==> config.mk <==
export PLATFORM = sky130hd
export DESIGN_NAME = sync_debouncer
export DESIGN_NICKNAME = d
export VERILOG_FILES = /design/src/rtl/keypad_pkg.sv /design/src/rtl/debounce_bit.sv /design/src/rtl/sync_debouncer.sv
export SDC_FILE = /design/constraint.sdc
export NUM_CORES = 1
export LEC_CHECK = 0
export BUFFER_PORTS_ARGS = -buffer_cell sky130_fd_sc_hd__buf_2
export CAP_MARGIN = 10
export CORE_ASPECT_RATIO = 1.25
export CORE_MARGIN = 2
export CORE_UTILIZATION = 50
export CTS_CLUSTER_SIZE = 30
export DETAILED_ROUTE_END_ITERATION = 8
export MAX_ROUTING_LAYER = met4
export PLACE_DENSITY = 0.74
export RECOVER_POWER = 100
export SYNTH_ARGS = -nofsm -noshare
export SYNTH_HDL_FRONTEND = slang
export SYNTH_HIERARCHICAL = 1
export SYNTH_SLANG_ARGS = --single-unit
export TNS_END_PERCENT = 100
==> constraint.sdc <==
create_clock -name clk -period 1.3 [get_ports clk]
set_input_delay 0.26 -clock clk [delete_from_list [all_inputs] [get_ports clk]]
set_output_delay 0.26 -clock clk [all_outputs]
set_load 0.01 [all_outputs]
==> src/rtl/keypad_pkg.sv <==
// Shared constants for the keypad column input path.
package keypad_pkg;

  localparam int unsigned KP_WIDTH           = 4;
  localparam int unsigned KP_SYNC_STAGES     = 2;
  localparam int unsigned KP_DEBOUNCE_CYCLES = 16;
  localparam logic        KP_COL_IDLE_LEVEL  = 1'b0;

  // Counter width able to hold the values 0..d
  function automatic int unsigned cnt_width(input int unsigned d);
    return $clog2(d + 1);
  endfunction

endpackage

==> src/rtl/debounce_bit.sv <==
// One column bit's debounce filter: persistence counter, accepted level and
// registered one-cycle rise/fall pulses.
module debounce_bit
  import keypad_pkg::*;
#(
  parameter int unsigned DEBOUNCE_CYCLES = KP_DEBOUNCE_CYCLES,
  parameter logic        RESET_LEVEL     = KP_COL_IDLE_LEVEL
) (
  input  logic clk,
  input  logic reset,
  input  logic i_sync,
  output logic o_stable,
  output logic o_rise,
  output logic o_fall
);

  localparam int unsigned    CW      = cnt_width(DEBOUNCE_CYCLES);
  localparam logic [CW-1:0]  LP_LAST = CW'(DEBOUNCE_CYCLES - 1);

  logic [CW-1:0] r_cnt;
  logic          r_stable;
  logic          r_rise;
  logic          r_fall;
  logic          w_differ;
  logic          w_accept;

  // The decision uses the pre-edge synchronized value, so a level that
  // reverts exactly on the acceptance edge is still taken.
  assign w_differ = i_sync ^ r_stable;
  assign w_accept = w_differ && (r_cnt == LP_LAST);

  // Count consecutive disagreeing cycles; accept on the last one, restart on any agreement.
  always_ff @(posedge clk or negedge reset) begin
    if (!reset) begin
      r_cnt    <= '0;
      r_stable <= RESET_LEVEL;
      r_rise   <= 1'b0;
      r_fall   <= 1'b0;
    end else begin
      r_rise <= w_accept & i_sync;
      r_fall <= w_accept & ~i_sync;
      if (!w_differ || w_accept) begin
        r_cnt <= '0;
      end else begin
        r_cnt <= r_cnt + CW'(1);
      end
      if (w_accept) begin
        r_stable <= i_sync;
      end
    end
  end

  assign o_stable = r_stable;
  assign o_rise   = r_rise;
  assign o_fall   = r_fall;

endmodule

==> src/rtl/sync_debouncer.sv <==
// Column input conditioner: per-bit flop synchronizer followed by an
// independent debounce filter with accepted-edge pulses.
module sync_debouncer
  import keypad_pkg::*;
#(
  parameter int unsigned WIDTH           = KP_WIDTH,
  parameter int unsigned SYNC_STAGES     = KP_SYNC_STAGES,
  parameter int unsigned DEBOUNCE_CYCLES = KP_DEBOUNCE_CYCLES,
  parameter logic        RESET_LEVEL     = KP_COL_IDLE_LEVEL
) (
  input  logic             clk,
  input  logic             reset,
  input  logic [WIDTH-1:0] cols,
  output logic [WIDTH-1:0] synchronized_cols,
  output logic [WIDTH-1:0] stable_cols,
  output logic [WIDTH-1:0] rise,
  output logic [WIDTH-1:0] fall,
  output logic             any_change
);

  logic [SYNC_STAGES-1:0][WIDTH-1:0] r_sync;
  logic [WIDTH-1:0]                  w_stable;
  logic [WIDTH-1:0]                  w_rise;
  logic [WIDTH-1:0]                  w_fall;

  // Synchronizer chain: stage 0 samples the raw pins, the last stage feeds the filters.
  always_ff @(posedge clk or negedge reset) begin
    if (!reset) begin
      r_sync <= {(SYNC_STAGES * WIDTH){RESET_LEVEL}};
    end else begin
      r_sync <= {r_sync[SYNC_STAGES-2:0], cols};
    end
  end

  assign synchronized_cols = r_sync[SYNC_STAGES-1];

  for (genvar g = 0; g < WIDTH; g++) begin : g_bit
    debounce_bit #(
      .DEBOUNCE_CYCLES (DEBOUNCE_CYCLES),
      .RESET_LEVEL     (RESET_LEVEL)
    ) u_debounce_bit (
      .clk      (clk),
      .reset    (reset),
      .i_sync   (r_sync[SYNC_STAGES-1][g]),
      .o_stable (w_stable[g]),
      .o_rise   (w_rise[g]),
      .o_fall   (w_fall[g])
    );
  end

  assign stable_cols = w_stable;
  assign rise        = w_rise;
  assign fall        = w_fall;
  assign any_change  = |(w_rise | w_fall);

endmodule
=== Yosys cells after proc, flatten, opt, wreduce, memory -nomap -nowiden ===
Index checks and enable logic that the tools add are counted.

* Word-level logic and storage cells: 60
* Register bits after elaboration: 40
* Input port bits: 6

* Muxes and demuxes: 4
* Equality and inequality tests: 4
* Reductions and logical operators: 13
* $add $sub $neg: 4
* Bitwise logic cells: 17

{| class="wikitable"
|+ Operator list
! cell !! count
|-
| 5-bit by 1-bit adder with 5-bit output (second input constant) || 4
|-
| 5-bit by 4-bit equality test with 1-bit output (second input constant) || 4
|-
| 5-bit two-way mux || 4
|-
| 1-bit AND || 8
|-
| 1-bit logical AND || 4
|-
| 1-bit logical NOT || 4
|-
| 1-bit logical OR || 4
|-
| 1-bit inverter || 4
|-
| 4-bit bitwise OR || 1
|-
| 4-bit OR reduction || 1
|-
| 1-bit XOR || 4
|}

=== Logic depth before layout (Yosys ltp) ===
* Depth after elaboration: 4
* Mapped depth: 5

=== Hierarchy ===
The synthesis kept the hierarchy.

{| class="wikitable"
|+ Modules (own cells, without submodules)
! module !! sequential area each (sq um) !! area an instance (sq um) !! instances !! cells each
|-
| debounce_bit || 200.2 || 345.3 || 4 || 28
|-
| sync_debouncer || 200.2 || 246.5 || 1 || 15
|}

=== Least setup slack after synthesis ===
Ideal clock, no wire load.

* Path kind: register -> register
* Start: register g_bit[0].u_debounce_bit.r_cnt[0]
* End: register g_bit[0].u_debounce_bit.r_cnt[3]
* Path slack: -0.078 ns
* Buffers on the path: 0
* Arrival time: 1.282 ns
* Stages on the path, launching flop included: 6
* Period minus slack after synthesis: 1.378 ns
* Cell sequence: dfrtp_1 ha_1 and3_1 ha_1 o21bai_1 nor4_2

* Cells in the longest elaborated chain, start to end: 4
* Elaborated cells between the ends (all ways): 5

{| class="wikitable"
|+ Ends and longest elaborated chain
! item !! line !! RTL
|-
| start, declared || debounce_bit.sv:20 || <nowiki>logic [CW-1:0] r_cnt;</nowiki>
|-
| start signal, assigned || debounce_bit.sv:45 || <nowiki>r_cnt <= r_cnt + CW'(1);</nowiki>
|-
| parallel branches: the longest is 3 deep, another holds 5-bit by 1-bit adder with 5-bit output || -- ||
|-
| 5-bit two-way mux (*) || debounce_bit.sv:42 || <nowiki>if (!w_differ || w_accept) begin</nowiki>
|}

Every way passes the cells marked *.
A chain may end at the register's enable or synchronous reset.

=== Worst setup path in the final report ===
* Start: register g_bit[2].u_debounce_bit.r_fall
* End: output any_change

* Cells in the longest elaborated chain, start to end: 2

{| class="wikitable"
|+ Ends and longest elaborated chain
! item !! line !! RTL
|-
| start, declared || debounce_bit.sv:23 || <nowiki>logic r_fall;</nowiki>
|-
| start signal, assigned || debounce_bit.sv:41 || <nowiki>r_fall <= w_accept & ~i_sync;</nowiki>
|-
| 4-bit bitwise OR || sync_debouncer.sv:54 || <nowiki>assign any_change = |(w_rise | w_fall);</nowiki>
|-
| 4-bit OR reduction || sync_debouncer.sv:54 ||
|-
| end, declared || sync_debouncer.sv:18 || <nowiki>output logic any_change</nowiki>
|}

No other way between the ends.

==> results.md <==
- Total I/O pin count: 23
- Mean number of vias per cell: 5.192
- Min setup slack post-route: -0.1753 ns
- Minimum clock period: 1.475 ns
- Arrival time of data at the critical path endpoint: 1.22 ns
- Biggest fanout along the worst timing path: 2
- Area fraction of the dominant cell type after synthesis: 0.6149
- Die Area: 3731 um^2
- FF+latch count, synth: 40
- Maximum clock frequency: 677.8 MHz
- Final slew viol count: 0
- Worst slew margin relative to its limit: 0.6089
- Fraction of the yosys area taken by sequential cells: 0.6149
- Category of the critical setup timing path: reg -> out
- Final antenna diode count: 0
- Critical path, cell by cell: nor4_2 > nand2_1 > buf_2
- Ratio of total power to cell area: 1042 nW/um^2
- Status: finished with violations
- Buffers & Inverters on Critical Path: 1
- Clock tree root driver cell: sky130_fd_sc_hd__clkbuf_8
- Clock sinks: 40
- Mean instance size in the synthesized netlist: 12.82 um^2
- Top sig layer: met4
- Routed wire length on met3: 129 um
- Total Routing Usage GR: 0.2052
- Highest cell delay on the worst timing path: 0.39 ns
- Wire length of the first global-routing pass: 5023 um
- Endpoint type of the worst setup path: output port
- Sum of met2 wire segment lengths after detailed routing: 1696 um
- Worst setup slack for register-to-register paths: -0.07 ns
- Leading post-synthesis cells by cell area: sky130_fd_sc_hd__dfrtp_1 (61%), sky130_fd_sc_hd__ha_1 (9.2%), sky130_fd_sc_hd__xnor2_1 (4.3%), sky130_fd_sc_hd__nor3_1 (3.7%), sky130_fd_sc_hd__nor3b_1 (3.7%)
- Core area: 3166 um^2
- Maximum ir drop on the vdd rail: 1.086 mV
- Worst Hold Class: in -> reg
- TritonCTS clock tree: yes
- Leakage: 0.9818 nW
- Sequential cell area in the final layout: 1001 um^2
- Required time of the critical path: 1.04 ns
- Most frequent cells in the layout: sky130_fd_sc_hd__dfrtp_1 (40), sky130_fd_sc_hd__buf_2 (17), sky130_fd_sc_hd__buf_4 (16), sky130_fd_sc_hd__nor3b_1 (8), sky130_fd_sc_hd__inv_1 (8)
- Transition time at the pin with the least slew margin: 0.5825 ns
- Overall overflow remaining after global route: 0
- Setup clock skew after layout: 0.009307 ns
- Vertical extent of the die: 67.80 um
- Number of buffers created by CTS: 5
- Iter 0 DRT Violations: 16
- Quantity of I/O buffers inserted on ports: 22
- Most frequent standard cell in the layout excluding fill and tap cells: sky130_fd_sc_hd__dfrtp_1
- Number of levels in the clock H-tree: 2
- Post-layout util: 0.6941
- HPWL after detailed placement: 2146 um
- Maximum number of pins on one net before global-route repair: 22
- Largest area contributor in the netlist: sky130_fd_sc_hd__dfrtp_1
- Antenna violations before repair: 0
- Area growth syn-to-layout: 34.97%
- Net Count, Synth: 145
- Maximum clock insertion buffer count: 2
- Hold violation count in the final report: 0
- Vias in the first global route: 1120
- Post-synthesis instance area: 1628 um^2
- Std-Cell Rows: 23
- Detailed-routing iteration count for the pre-antenna-repair pass: 3
- Total chip power: 2.290 mW
- Number of nets in the layout: 189
- Antenna Violating Nets Remaining: 0
- Routed WL: 3147 um
- WL per Instance: 15.13 um
- Crit path max-delay cell type: sky130_fd_sc_hd__dfrtp_1
- Source-to-sink clock delay at the later pin of the worst-skew pair: 0.29 ns
- Ys Warns: 6
- Multi-input logic area: 795.8 um^2
- Setup Viol. Count Final: 5
- Cell family contributing the most delay on the critical path: simple AND/OR/NAND/NOR gates
- Wire length on met1: 1230 um
- Number of instances in the synthesized netlist: 127
- Gpl congestion: 0.7663
- Reg clk slew, reported paths: 0.07 ns
- Vias post-DR: 1080
- Violated checks: setup timing
- Max_cap viols: 0
- Die outline width: 55.04 um
- Critical Path Start Type: register
- Drt drc: 0
- Filler cell count: 228
- Initial Util: 0.5142
- Proportion of layout cells with a drive suffix above 1: 0.4327
- Final clock period utilization by the worst path: 1.135
- Unrepaired setup endpoints after global routing: yes
- Number of distinct library cell variants in the gate-level netlist after synthesis: 16
-- Yosys cell counts (all sizes together) --
cell type and number:
dfrtp 40, ha 12, nor3 12, inv 8
nor3b 8, xnor2 8, nor4 6, nand2 5
a21oi 4, and3 4, and4 4, buf 4
nor2 4, o21ai 4, o21bai 4
-- final timing paths --
kind,start,end,cells after the start
worst max-delay path,g_bit[2].u_debounce_bit/o_fall$_DFF_PN0_,any_change,3
worst min-delay path,cols[1],r_sync[1]$_DFF_PN0_,1
worst max register to register,g_bit[1].u_debounce_bit/r_cnt[1]$_DFF_PN0_,g_bit[1].u_debounce_bit/r_cnt[3]$_DFF_PN0_,5
worst min register to register,r_sync[2]$_DFF_PN0_,synchronized_cols[2]$_DFF_PN0_,0
max in group asynchronous,reset,g_bit[2].u_debounce_bit/r_cnt[2]$_DFF_PN0_,3
min in group asynchronous,reset,g_bit[0].u_debounce_bit/r_cnt[1]$_DFF_PN0_,2
-- repair_timing --
item / CTS / global route
hold buffers: 1 / 0
pin swaps: 5 / 1
endpoints found under the hold margin: 8 / 0
setup buffers: 2 / 3
endpoints found under the setup margin: 8 / 13
gates resized for setup: 14 / 10
-- logic make-up (layout without fill, tap and decap cells) --
kind of cell | after synthesis | count (layout) | share of synthesized area
fa+ha+maj | 12 | 12 | 0.09223
simple gates | 43 | 43 | 0.1699
xor+xnor | 8 | 8 | 0.04305
buf+inv | 12 | 56 | 0.03690
compound gates | 12 | 12 | 0.04305
flops | 40 | 40 | 0.6149
-- metal layers --
layer  vias up  GRT usage
li1        527          -
met1       521     0.2243
met2        23     0.3274
met3         9    0.07080
met4         0     0.1006
met5         -          -
-- power breakdown --
group	total (mW)	internal (mW)	switching, mW
clock	0.751	0.364	0.387
combinational	0.219	0.117	0.102
sequential	1.32	1.29	0.0339
total	2.29	1.77	0.523
-- cell type report --
type	instances	share of cell area
Timing Repair Buffer	41	0.1122
Multi-Input combinational cell	75	0.3622
Clock buffer	6	0.03303
Inverter	8	0.01367
Clock inverter	1	0.002278
Tap cell	37	0.02107
Sequential cell	40	0.4556
-- per-stage QoR --
stage / hold slack, ns / cells / setup slack [ns] / TNS (ns) / area, um^2
after detailed placement: 0.1388 / 195 / -0.06385 / -0.2466 / 1904
after CTS: 0.06219 / 205 / -0.1847 / -0.3817 / 2138
after floorplan: -0.03559 / 127 / 0.004507 / 0 / 1668
after global placement: 0.1340 / 195 / -0.03270 / -0.04822 / 1904
final: 0.07401 / 208 / -0.1753 / -0.4035 / 2197
after global routing: 0.05183 / 208 / -0.2350 / -2.266 / 2197
-- flip-flops by register name (all words and copies together), names as in the netlist --
name	count
g_bit.u_debounce_bit/r_cnt	20
g_bit.u_debounce_bit/o_fall	4
g_bit.u_debounce_bit/o_rise	4
g_bit.u_debounce_bit/o_stable	4
r_sync	4
synchronized_cols	4
Power figures use the tool's default switching activity.
